### src/rtl/uart_pixel_assembler.sv
// Frame-sync hunter and pixel packer between a UART RX byte stream and a
// ready/valid pixel consumer, with a show-ahead FIFO tagged with sof/eol.
module uart_pixel_assembler #(
  parameter int         CHANNELS   = 3,
  parameter int         CH_BITS    = 8,
  parameter int         IMG_W      = 640,
  parameter int         IMG_H      = 480,
  parameter int         FIFO_DEPTH = 16,
  parameter logic [7:0] SYNC0      = 8'hA5,
  parameter logic [7:0] SYNC1      = 8'h5A
) (
  input  logic                        clk_clk,
  input  logic                        reset_reset_n,
  input  logic [7:0]                  i_byte,
  input  logic                        i_byte_valid,
  input  logic                        i_clear,
  input  logic                        i_ready,
  output logic [CHANNELS*CH_BITS-1:0] o_data,
  output logic                        o_sof,
  output logic                        o_eol,
  output logic                        o_valid,
  output logic                        o_frame_done,
  output logic                        o_overflow,
  output logic                        o_busy
);

  localparam int PIX_W = CHANNELS * CH_BITS;
  localparam int BPP   = PIX_W / 8;
  localparam int BC_W  = (BPP > 1) ? $clog2(BPP) : 1;
  localparam int X_W   = (IMG_W > 1) ? $clog2(IMG_W) : 1;
  localparam int Y_W   = (IMG_H > 1) ? $clog2(IMG_H) : 1;
  localparam int AW    = $clog2(FIFO_DEPTH);
  localparam int EW    = PIX_W + 2;

  localparam logic [1:0] HUNT    = 2'd0;
  localparam logic [1:0] SYNC    = 2'd1;
  localparam logic [1:0] PAYLOAD = 2'd2;

  logic [1:0]       state_r, state_s;
  logic [BC_W-1:0]  byte_cnt_r;
  logic [X_W-1:0]   x_r;
  logic [Y_W-1:0]   y_r;
  logic [PIX_W-1:0] asm_r;
  logic [EW-1:0]    mem_r [FIFO_DEPTH];
  logic [AW-1:0]    wr_ptr_r, rd_ptr_r;
  logic [AW:0]      count_r;
  logic             overflow_r, frame_done_r;

  logic             byte_ev_s, complete_s, x_last_s, y_last_s, last_s;
  logic             full_s, pop_s, push_s, drop_s;
  logic [PIX_W-1:0] pixel_s;
  logic [EW-1:0]    head_s;

  // MSB-first packing: shift the new byte in at the bottom, truncate to pixel width
  assign pixel_s    = PIX_W'({asm_r, i_byte});
  assign byte_ev_s  = i_byte_valid && (state_r == PAYLOAD);
  assign complete_s = byte_ev_s && (byte_cnt_r == BC_W'(BPP - 1));
  assign x_last_s   = (x_r == X_W'(IMG_W - 1));
  assign y_last_s   = (y_r == Y_W'(IMG_H - 1));
  assign last_s     = x_last_s && y_last_s;
  assign full_s     = (count_r == (AW+1)'(FIFO_DEPTH));
  assign pop_s      = (count_r != '0) && i_ready;
  // A simultaneous pop frees the slot, so a full FIFO still accepts the push
  assign push_s     = complete_s && (!full_s || pop_s);
  assign drop_s     = complete_s && full_s && !pop_s;

  assign head_s       = mem_r[rd_ptr_r];
  assign o_data       = head_s[PIX_W-1:0];
  assign o_eol        = head_s[PIX_W];
  assign o_sof        = head_s[PIX_W+1];
  assign o_valid      = (count_r != '0);
  assign o_frame_done = frame_done_r;
  assign o_overflow   = overflow_r;
  assign o_busy       = (state_r != HUNT);

  // Next-state decode; only strobed bytes move the FSM
  always_comb begin
    state_s = state_r;
    if (i_byte_valid) begin
      case (state_r)
        HUNT: begin
          if (i_byte == SYNC0) state_s = SYNC;
          else                 state_s = HUNT;
        end
        SYNC: begin
          if (i_byte == SYNC1)      state_s = PAYLOAD;
          else if (i_byte == SYNC0) state_s = SYNC;
          else                      state_s = HUNT;
        end
        PAYLOAD: begin
          if (complete_s && last_s) state_s = HUNT;
          else                      state_s = PAYLOAD;
        end
        default: state_s = HUNT;
      endcase
    end else begin
      state_s = state_r;
    end
  end

  // Control state, geometry counters, FIFO pointers and status flags
  always_ff @(posedge clk_clk) begin
    if (!reset_reset_n || i_clear) begin
      state_r      <= HUNT;
      byte_cnt_r   <= '0;
      x_r          <= '0;
      y_r          <= '0;
      asm_r        <= '0;
      wr_ptr_r     <= '0;
      rd_ptr_r     <= '0;
      count_r      <= '0;
      overflow_r   <= 1'b0;
      frame_done_r <= 1'b0;
    end else begin
      state_r      <= state_s;
      frame_done_r <= complete_s && last_s;
      if (drop_s) overflow_r <= 1'b1;
      if (byte_ev_s) begin
        asm_r      <= pixel_s;
        byte_cnt_r <= complete_s ? '0 : byte_cnt_r + BC_W'(1);
      end
      // Geometry advances even for dropped pixels to stay frame-aligned
      if (complete_s) begin
        if (x_last_s) begin
          x_r <= '0;
          y_r <= y_last_s ? '0 : y_r + Y_W'(1);
        end else begin
          x_r <= x_r + X_W'(1);
        end
      end
      if (push_s) wr_ptr_r <= wr_ptr_r + AW'(1);
      if (pop_s)  rd_ptr_r <= rd_ptr_r + AW'(1);
      case ({push_s, pop_s})
        2'b10:   count_r <= count_r + (AW+1)'(1);
        2'b01:   count_r <= count_r - (AW+1)'(1);
        default: count_r <= count_r;
      endcase
    end
  end

  // Pixel storage; contents are don't-care while empty, so no reset
  always_ff @(posedge clk_clk) begin
    if (push_s) mem_r[wr_ptr_r] <= {(x_r == '0) && (y_r == '0), x_last_s, pixel_s};
  end

endmodule
### config.mk
export PLATFORM = sky130hd
export DESIGN_NAME = uart_pixel_assembler
export DESIGN_NICKNAME = d
export VERILOG_FILES = /design/src/rtl/uart_pixel_assembler.sv
export SDC_FILE = /design/constraint.sdc
export NUM_CORES = 1
export LEC_CHECK = 0
export ABC_AREA = 1
export ABC_CLOCK_PERIOD_IN_PS = 3700
export BUFFER_PORTS_ARGS = -buffer_cell sky130_fd_sc_hd__buf_2
export CAP_MARGIN = 10
export CORE_ASPECT_RATIO = 0.8
export CORE_UTILIZATION = 35
export DETAILED_ROUTE_END_ITERATION = 8
export PLACE_DENSITY = 0.52
export REMOVE_ABC_BUFFERS = 1
export SETUP_SLACK_MARGIN = 0.2
export SLEW_MARGIN = 20
export SYNTH_ARGS = -nofsm -noshare
export SYNTH_HDL_FRONTEND = slang
export SYNTH_SLANG_ARGS = --single-unit
### constraint.sdc
create_clock -name clk_clk -period 3.7 [get_ports clk_clk]
set_input_delay 0.74 -clock clk_clk [delete_from_list [all_inputs] [get_ports clk_clk]]
set_output_delay 0.74 -clock clk_clk [all_outputs]
set_load 0.01 [all_outputs]
==> Word level (Yosys, flattened, before mapping) <==
Memory sizes are Yosys's and may differ from the RTL's. A register that Yosys moved wholly into a read port is not among the register bits.
Cells that the tools add are included.
{ "word_totals": {"register_bits": 54, "latchBits": 0, "mem_bits_rw": 416, "romBits": 0, "in_bits": 13, "out_inout_bits": 30, "wordCells": 61, "memories": 1} }
{ "memory_table": {"columns": ["name", "words", "width", "read_ports", "rd_ports_with_merged_regs", "write_ports", "line", "rtl"], "rows": [
  ["mem_r", 16, 26, 1, 1, 1, "44", "logic [EW-1:0] mem_r [FIFO_DEPTH];"]
]} }
{ "op_classes": {"n_addsub": 7, "mul": 0, "div_mod_pow": 0, "magnitude_cmp": 0, "eq_ne": 10, "n_shift": 0, "mux": 12, "bitwise_logic": 0, "n_reduce_logical": 21} }
{ "op_table": {"columns": ["cell", "count"], "rows": [
  ["$add 10x1->10 const B", 1],
  ["$eq 10x10->1 const B", 1],
  ["$logic_not 10->1", 1],
  ["$mux 10", 1],
  ["$pmux 5 s2", 1],
  ["$add 9x1->9 const B", 1],
  ["$eq 9x9->1 const B", 1],
  ["$logic_and 1x1->1", 9],
  ["$logic_not 9->1", 1],
  ["$mux 9", 1],
  ["$add 4x1->4 const B", 2],
  ["$eq 8x7->1 const B", 1],
  ["$eq 8x8->1 const B", 1],
  ["$mux 4", 2],
  ["$eq 2x2->1 const B", 3],
  ["$mux 2", 3],
  ["$pmux 2 s3", 1],
  ["$add 5x1->5 const B", 1],
  ["$eq 5x5->1 const B", 1],
  ["$reduce_bool 5->1", 1],
  ["$sub 5x1->5 const B", 1],
  ["$eq 2x1->1 const B", 2],
  ["$reduce_bool 2->1", 2],
  ["$logic_not 1->1", 3],
  ["5 further kinds", 8]
]} }

==> Depth between registers and ports, before layout <==
Gate-level depths: netlist of run 1.
{ "depth": {"depth_word": 6, "mapped_depth": 16, "ltp_nobuf": 16} }

==> Worst setup path before layout of run 1 <==
OpenSTA, ideal clock, no wires.
{ "synth_path": {"kind": "in2reg", "from": "input port i_byte_valid", "to": "memory mem_r[11][0] in the netlist's numbering, enable pin", "setup_time_ns": 0.409, "t_arrival_ns": 2.365, "t_required_ns": 3.291, "slack_ns": 0.926, "cell_stages": 4, "path_buffers": 0, "path_cell_list": "nand4_4 > nor2_2 > nand3_1 > nor2_1"} }
{ "synth_between": {"elab_chain_len": 5} }
{ "synth_lines": {"columns": ["element", "line", "rtl"], "rows": [
  ["start: declaration", "15", "input logic i_byte_valid,"],
  ["$logic_and 1x1->1", "56", "assign byte_ev_s = i_byte_valid && (state_r == PAYLOAD);"],
  ["$logic_and 1x1->1", "57", "assign complete_s = byte_ev_s && (byte_cnt_r == BC_W'(BPP - 1));"],
  ["$logic_and 1x1->1", "64", "assign push_s = complete_s && (!full_s || pop_s);"],
  ["$mux 1", "143", "if (push_s) mem_r[wr_ptr_r] <= {(x_r == '0) && (y_r == '0), x_last_s, pixel_s};"],
  ["$mux 1 (implied by the code)", "143", null],
  ["end: declaration", "44", null]
]} }
Every way passes these cells.

==> results.yml, run 1 <==
synth:
  synth-seq-cells: 474
  syn_inst: 1481
  synth.avg_cell_area_um2: 13.1
  ys_warn_count: 0
  netlist_area_mm2: 0.0193
  yosysSeqAreaShare_pct: 70.6
  yosysTopAreaCell: "edfxtp_1"
  synth_top_cell_area_share_pct: 64.6
  synth_area_leaders: "edfxtp_1, dfxtp_1, mux2i_1"
  synth-edff-count: 416
  synth-main-ff-cell: "edfxtp_1"
  async_flop_share_pct: 0
  ys_types: 41
finish:
  seqCellArea_mm2: 0.0137
  syn2layout_area_growth_pct: 15.0
  multiInputGateArea_mm2: 0.00479
  post-route-util_pct: 41.0
  n_fill_cell: 5038
  diodes: 0
  drive_gt1_share_pct: 12.7
  nets: 1563
sta:
  worst_pin_slew_ns: 0.925
  rsz0062_at_grt: "false"
  slew_headroom_pct: 37.9
  setup_violations: 0
  fin_ws_ns: 0.429
  clock.fmax_mhz: 306
  maxSlewViolCount: 0
  hold_viol: 0
  period_needed_ns: 3.27
  worst_hold_slack_ns: 0.498
  clock_skew_ns: 0.0274
  timing.final.crit_share_pct: 88.4
setup_path:
  path_class: "flip-flop to primary output"
  critPathMaxFanout: 43
  r2r_end: "mem_r[8][24]$_DFFE_PP_"
  cp_data_arrival_time_ns: 2.53
  start_kind: "flip-flop"
  path_cells: "buf_4, a21oi_1, o21ai_0, o21ai_0, o211ai_1, nand2_1, buf_2"
  critPathMaxStageDelay_ns: 0.53
  timing.rr.start: "byte_cnt_r[0]$_SDFFE_PP0P_"
  cp_slowest_cell: "buf_4"
  critPathMostFrequentCell: "o21ai_0"
  worstPathRequired_ns: 2.96
  rr_worst_depth: 7
  r2r_slack_ns: 1.32
  worst_setup_path_end_kind: "primary output"
pwr:
  p_switching_w: 0.00216
  p_leak_nw: 7.38
  intPower_w: 0.00852
  ir_worst_vdd_v: 0.000287
  pwr-share-seq_pct: 53.9
  cellPowerDensity_mw_per_mm2: 480
  p_clk_share_pct: 45.4
  switching_share_pct: 20.2
  combPwrFrac_pct: 0.7
die:
  dieHeight_um: 212
  die_w_um: 265
  coreArea_mm2: 0.0542
  start_util_pct: 35.7
  rows: 76
  dieArea_mm2: 0.0562
  pin_count: 43
placement:
  gp_congestion: 0.789
  portBuffers: 42
  dp_slack_ns: 0.917
  place_hpwl_mm: 28.0
global_routing:
  grt_pass1_vias: 11456
  grt_max_degree: 105
  antenna_found_initial: 0
  grtUsageTotal_pct: 17.4
  overflow: 0
  grt_pass1_wl_mm: 73.3
route:
  wl_mm: 48.7
  final_antenna_net_count: 0
  vias: 11794
  drt_iter0_markers: 978
  vias_per_cell: 5.18
  drc: 0
  first_pass_iters: 5
  wl_per_cell_um: 21.4
cts:
  clock_path_buffers: 3
  postCtsResizedCells: 0
  clk_latency_ns: 0.58
  root_buffer: "clkbuf_16"
  cts_buffers: 48
  clk_pin_slew_ns: 0.06
  clock_sinks: 474
  cts.htree.levels: 2
  cts_tree: "built"
min_path:
  holdCritPathClass: "flip-flop to flip-flop"
  hold_end: "x_r[0]$_SDFFE_PP0P_"
  min_from: "x_r[0]$_SDFFE_PP0P_"
  hold-path-cell-count: 2
status:
  status: "completed"
flow_run:
  cap_violations: 0
## Yosys cell counts (3+ instances only)
cell type,number
edfxtp_1,416
inv_1,157
o21ai_0,143
a21oi_1,142
nand2_1,114
o211ai_1,105
mux2i_1,104
dfxtp_1,58
clkbuf_1,43
nor2_1,40
nand3_1,37
buf_2,13
nand4_1,13
buf_6,11
ha_1,11
nor3_1,10
nor4_1,8
buf_1,7
xor2_1,7
buf_4,6
o21ai_1,5
a211oi_1,3
nor2_2,3
## registers in the layout, indices dropped and copies added (netlist names), named ones only
register,cells
asm_r,16
rd_ptr_r,4
state_r,2
wr_ptr_r,4
count_r,5
o_frame_done,1
byte_cnt_r,2
o_overflow,1
mem_r,416
y_r,9
x_r,10
## cells by family (layout without fill, tap and decap cells)
logic type                 count (synthesis)  after routing  share of synthesized area, %
and+or+nand+nor                          238            238                          5.69
muxes                                    104            104                          5.38
buffers and inverters                    242            338                          5.33
AOI/OAI and AO/OA                        403            403                          11.9
adders and majority gates                 11             11                         0.712
xor gates and xnor gates                   9              9                         0.408
DFF                                      474            474                          70.6
## routing by layer
metal  wire (um)  GRT usage (%)  vias to the layer above
met4         811           3.97                        0
met5           0              0                        -
met3        2210           2.61                       54
li1            -              -                     5531
met2       21900           27.2                      266
met1       23800           25.6                     5943
## power by group through the flow
stage | clock network [W] | registers, W | logic (W)
CTS | 0.00496 | 0.00576 | 0.0000710
global route | 0.00517 | 0.00575 | 0.0000763
finish | 0.00485 | 0.00576 | 0.0000703
global placement | 0 | 0.00587 | 0.0000698
floorplan | 0 | 0.00587 | 0.0000198
detailed placement | 0 | 0.00587 | 0.0000709
## critical path, delay by kind of cell (launching register included)
kind,cells,cell delay (ns)
compound gates,4,0.55
simple gates,1,0.21
flops,1,0.42
buf+inv,2,0.73
## stage by stage
step                instances  TNS (ns)  area, um^2  total power [W]
CTS                      2278         0       22200           0.0108
floorplan                1400   -119.65       18900          0.00589
global placement         2190         0       20700          0.00594
finish                   2279         0       22200           0.0107
detailed placement       2190         0       20700          0.00594
global route             2279         0       22200           0.0110
## area by class of cell
type | instances | share of cell area, %
Clock buffer | 62 | 5.77
Clock inverter | 26 | 1.24
Inverter | 161 | 2.72
Multi-Input combinational cell | 765 | 21.5
Sequential cell | 474 | 61.5
Tap cell | 702 | 3.95
Timing Repair Buffer | 89 | 3.30
## cells in the final DEF, fill, tap and decap left out, types with 4 or more instances in the layout
cell type | Yosys | layout
clkbuf_1 | 43 | 11
ha_1 | 11 | 11
clkinv_2 | 0 | 8
o211ai_1 | 105 | 105
clkbuf_16 | 0 | 48
clkinvlp_4 | 0 | 8
buf_12 | 0 | 13
nand3_1 | 37 | 37
clkinv_1 | 2 | 4
nand2_1 | 114 | 114
buf_2 | 13 | 42
bufinv_16 | 0 | 4
edfxtp_1 | 416 | 416
a21oi_1 | 142 | 142
buf_4 | 6 | 33
mux2i_1 | 104 | 104
dfxtp_1 | 58 | 54
nor3_1 | 10 | 10
xor2_1 | 7 | 7
o21ai_0 | 143 | 143
nor2_1 | 40 | 24
nor4_1 | 8 | 7
inv_1 | 157 | 156
nand4_1 | 13 | 13
nor2_4 | 1 | 17
o21ai_1 | 5 | 5
## worst max path at each step
stage,startpoint,to,slack [ns],cells after the start
after floorplan,flip-flop,o_data[13],-4.61,4
after global placement,flip-flop,o_sof,0.96,8
after detailed placement,i_byte_valid,mem_r[8][3]$_DFFE_PP_,0.92,6
after CTS,flip-flop,o_sof,0.32,7
after global routing,flip-flop,o_data[15],0.29,7
final,flip-flop,o_data[15],0.43,7
## timing repair
action | in CTS | in global routing
endpoints found under the setup margin | 0 | 1
hold buffers | 0 | 0
buffers inserted | 0 | 1
Power figures use the tool's default switching activity.
==> run 2: changes to the inputs <==
--- a/config.mk
+++ b/config.mk
@@ -12,10 +12,10 @@
 export CORE_ASPECT_RATIO = 0.8
 export CORE_UTILIZATION = 35
 export DETAILED_ROUTE_END_ITERATION = 8
+export GPL_TIMING_DRIVEN = 0
 export PLACE_DENSITY = 0.52
 export REMOVE_ABC_BUFFERS = 1
 export SETUP_SLACK_MARGIN = 0.2
-export SLEW_MARGIN = 20
 export SYNTH_ARGS = -nofsm -noshare
 export SYNTH_HDL_FRONTEND = slang
 export SYNTH_SLANG_ARGS = --single-unit
==> run 2 against run 1 <==
Effect of this change: clock skew fell by 0.0040 ns; via count shrank 0.96%; clock-buffer cell count up 7; hold slack got worse by 0.016 ns; clock power decreased by 6.0%; sequential share of layout area shrank 0.50 points; critical path depth unchanged; sequential power about the same; final cell count shrank 0.48%; total power shrank 2.8%; critical endpoint is now o_data[8]; register-to-register slack lost 0.47 ns; utilization is 0.34 points higher.
==> results.yml, run 2 (synthesized netlist as in run 1, its figures left out) <==
setup_path:
  path_class: "flip-flop to primary output"
  timing.rr.start: "byte_cnt_r[0]$_SDFFE_PP0P_"
  worstPathRequired_ns: 2.96
  start_kind: "flip-flop"
  rr_worst_depth: 7
  worst_setup_path_end_kind: "primary output"
  r2r_slack_ns: 0.85
  r2r_end: "mem_r[6][14]$_DFFE_PP_"
  critPathMaxFanout: 51
  cp_data_arrival_time_ns: 2.54
pwr:
  p_leak_nw: 7.42
  p_clk_share_pct: 43.9
  p_switching_w: 0.00203
  p_total_w: 0.0104
  cellPowerDensity_mw_per_mm2: 463
  ir_worst_vdd_v: 0.000258
  combPwrFrac_pct: 0.6
  pwr-share-seq_pct: 55.5
  intPower_w: 0.00835
  switching_share_pct: 19.5
min_path:
  holdCritPathClass: "flip-flop to flip-flop"
  hold-path-cell-count: 2
  min_from: "o_overflow$_SDFFE_PP0P_"
  hold_end: "o_overflow$_SDFFE_PP0P_"
finish:
  largest_reg_flops: 416
  mostFrequentLayoutCells: "edfxtp_1, inv_1, o21ai_0"
  finish.instance_area_mm2: 0.0224
  top_register: "mem_r"
  syn2layout_area_growth_pct: 15.9
  final_common_cell: "edfxtp_1"
  post-route-util_pct: 41.4
  drive_gt1_share_pct: 11.7
  reg_top3: "mem_r x416, asm_r x16, x_r x10"
  nets: 1552
sta:
  setup_violations: 0
  period_needed_ns: 3.28
  maxSlewViolCount: 0
  rsz0062_at_grt: "false"
  worst_pin_slew_ns: 1.14
  worst_hold_slack_ns: 0.482
  hold_viol: 0
  timing.final.crit_share_pct: 88.7
  clock_skew_ns: 0.0234
  clock.fmax_mhz: 305
  slew_headroom_pct: 23.4
  fin_ws_ns: 0.418
cts:
  clock_sinks: 474
  root_buffer: "clkbuf_16"
  cts_buffers: 48
  clock_path_buffers: 3
  cts_hold_buf: 0
  clk_latency_ns: 0.57
  cts.htree.levels: 2
  cts_tree: "built"
  clk_pin_slew_ns: 0.06
placement:
  portBuffers: 42
  dp_slack_ns: 0.249
  place_hpwl_mm: 26.1
  dpl_cell_area_mm2: 0.0208
  gp_congestion: 0.767
die:
  coreArea_mm2: 0.0542
  start_util_pct: 35.7
  dieArea_mm2: 0.0562
  dieHeight_um: 212
  die_w_um: 265
  rows: 76
  pin_count: 43
global_routing:
  grt_pass1_vias: 11204
  overflow: 0
  grt_max_degree: 81
  grtUsageTotal_pct: 16.8
  antenna_found_initial: 1
  grt_pass1_wl_mm: 70.7
route:
  vias_per_cell: 5.15
  wl_mm: 47.1
  wl_per_cell_um: 20.8
  vias: 11681
  final_antenna_net_count: 0
  drt_iter0_markers: 808
  drc: 0
  first_pass_iters: 5
flow_run:
  cap_violations: 0
status:
  status: "completed"
-- run 2: power by group through the flow --
stage | combinational, W | clock, W | sequential [W]
after CTS | 0.0000639 | 0.00465 | 0.00576
final | 0.0000630 | 0.00456 | 0.00576
after floorplan | 0.0000198 | 0 | 0.00587
after global placement | 0.0000620 | 0 | 0.00588
after detailed placement | 0.0000634 | 0 | 0.00587
after global routing | 0.0000710 | 0.00486 | 0.00575
-- run 2: routing by layer --
layer	vias up	track usage [%]	wire [um]
met2	262	25.7	20900
li1	5535	-	-
met4	0	4.46	1010
met5	-	0	0
met3	70	2.49	2080
met1	5814	24.8	23100
-- run 2: per-stage QoR --
step / TNS (ns) / cells
2_1_floorplan: -119.65 / 1400
3_3_place_gp: -721.01 / 2144
3_5_place_dp: 0 / 2171
4_1_cts: 0 / 2262
5_1_grt: 0 / 2268
6_report: 0 / 2268
-- run 2: repair_timing --
| item | in CTS | in global routing |
|---|---|---|
| gates cloned | 0 | 2 |
| gates resized for setup | 3 | 0 |
| setup buffers | 4 | 3 |
| pin swaps | 0 | 0 |
| endpoints found under the setup margin | 26 | 9 |
-- run 2: critical path: stages (launching register included) --
cell	delay, ns
dfxtp_4	0.56
buf_16	0.32
inv_2	0.27
buf_12	0.26
o211ai_1	0.13
nand3_1	0.11
nand2_1	0.16
buf_2	0.16
-- run 2: worst max path at each step --
| stage | cells after the start | from | endpoint |
|---|---|---|---|
| 3_5_place_dp | 4 | i_clear | count_r[1]$_SDFFE_PP0P_ |
| 5_1_grt | 7 | flip-flop | o_data[15] |
| 2_1_floorplan | 4 | flip-flop | o_data[13] |
| 4_1_cts | 7 | flip-flop | o_data[8] |
| 3_3_place_gp | 5 | flip-flop | o_data[19] |
| 6_report | 7 | flip-flop | o_data[8] |
-- run 2: cell type report --
| class | count | area [um^2] |
|---|---|---|
| tap | 702 | 878 |
| timing repair buffer | 78 | 1010 |
| clock inverter | 18 | 126 |
| inverter | 161 | 613 |
| sequential | 474 | 13700 |
| clock buffer | 69 | 1340 |
| multi-input combinational | 765 | 4780 |
| fill | 4920 | 31800 |
| antenna | 1 | 2.50 |
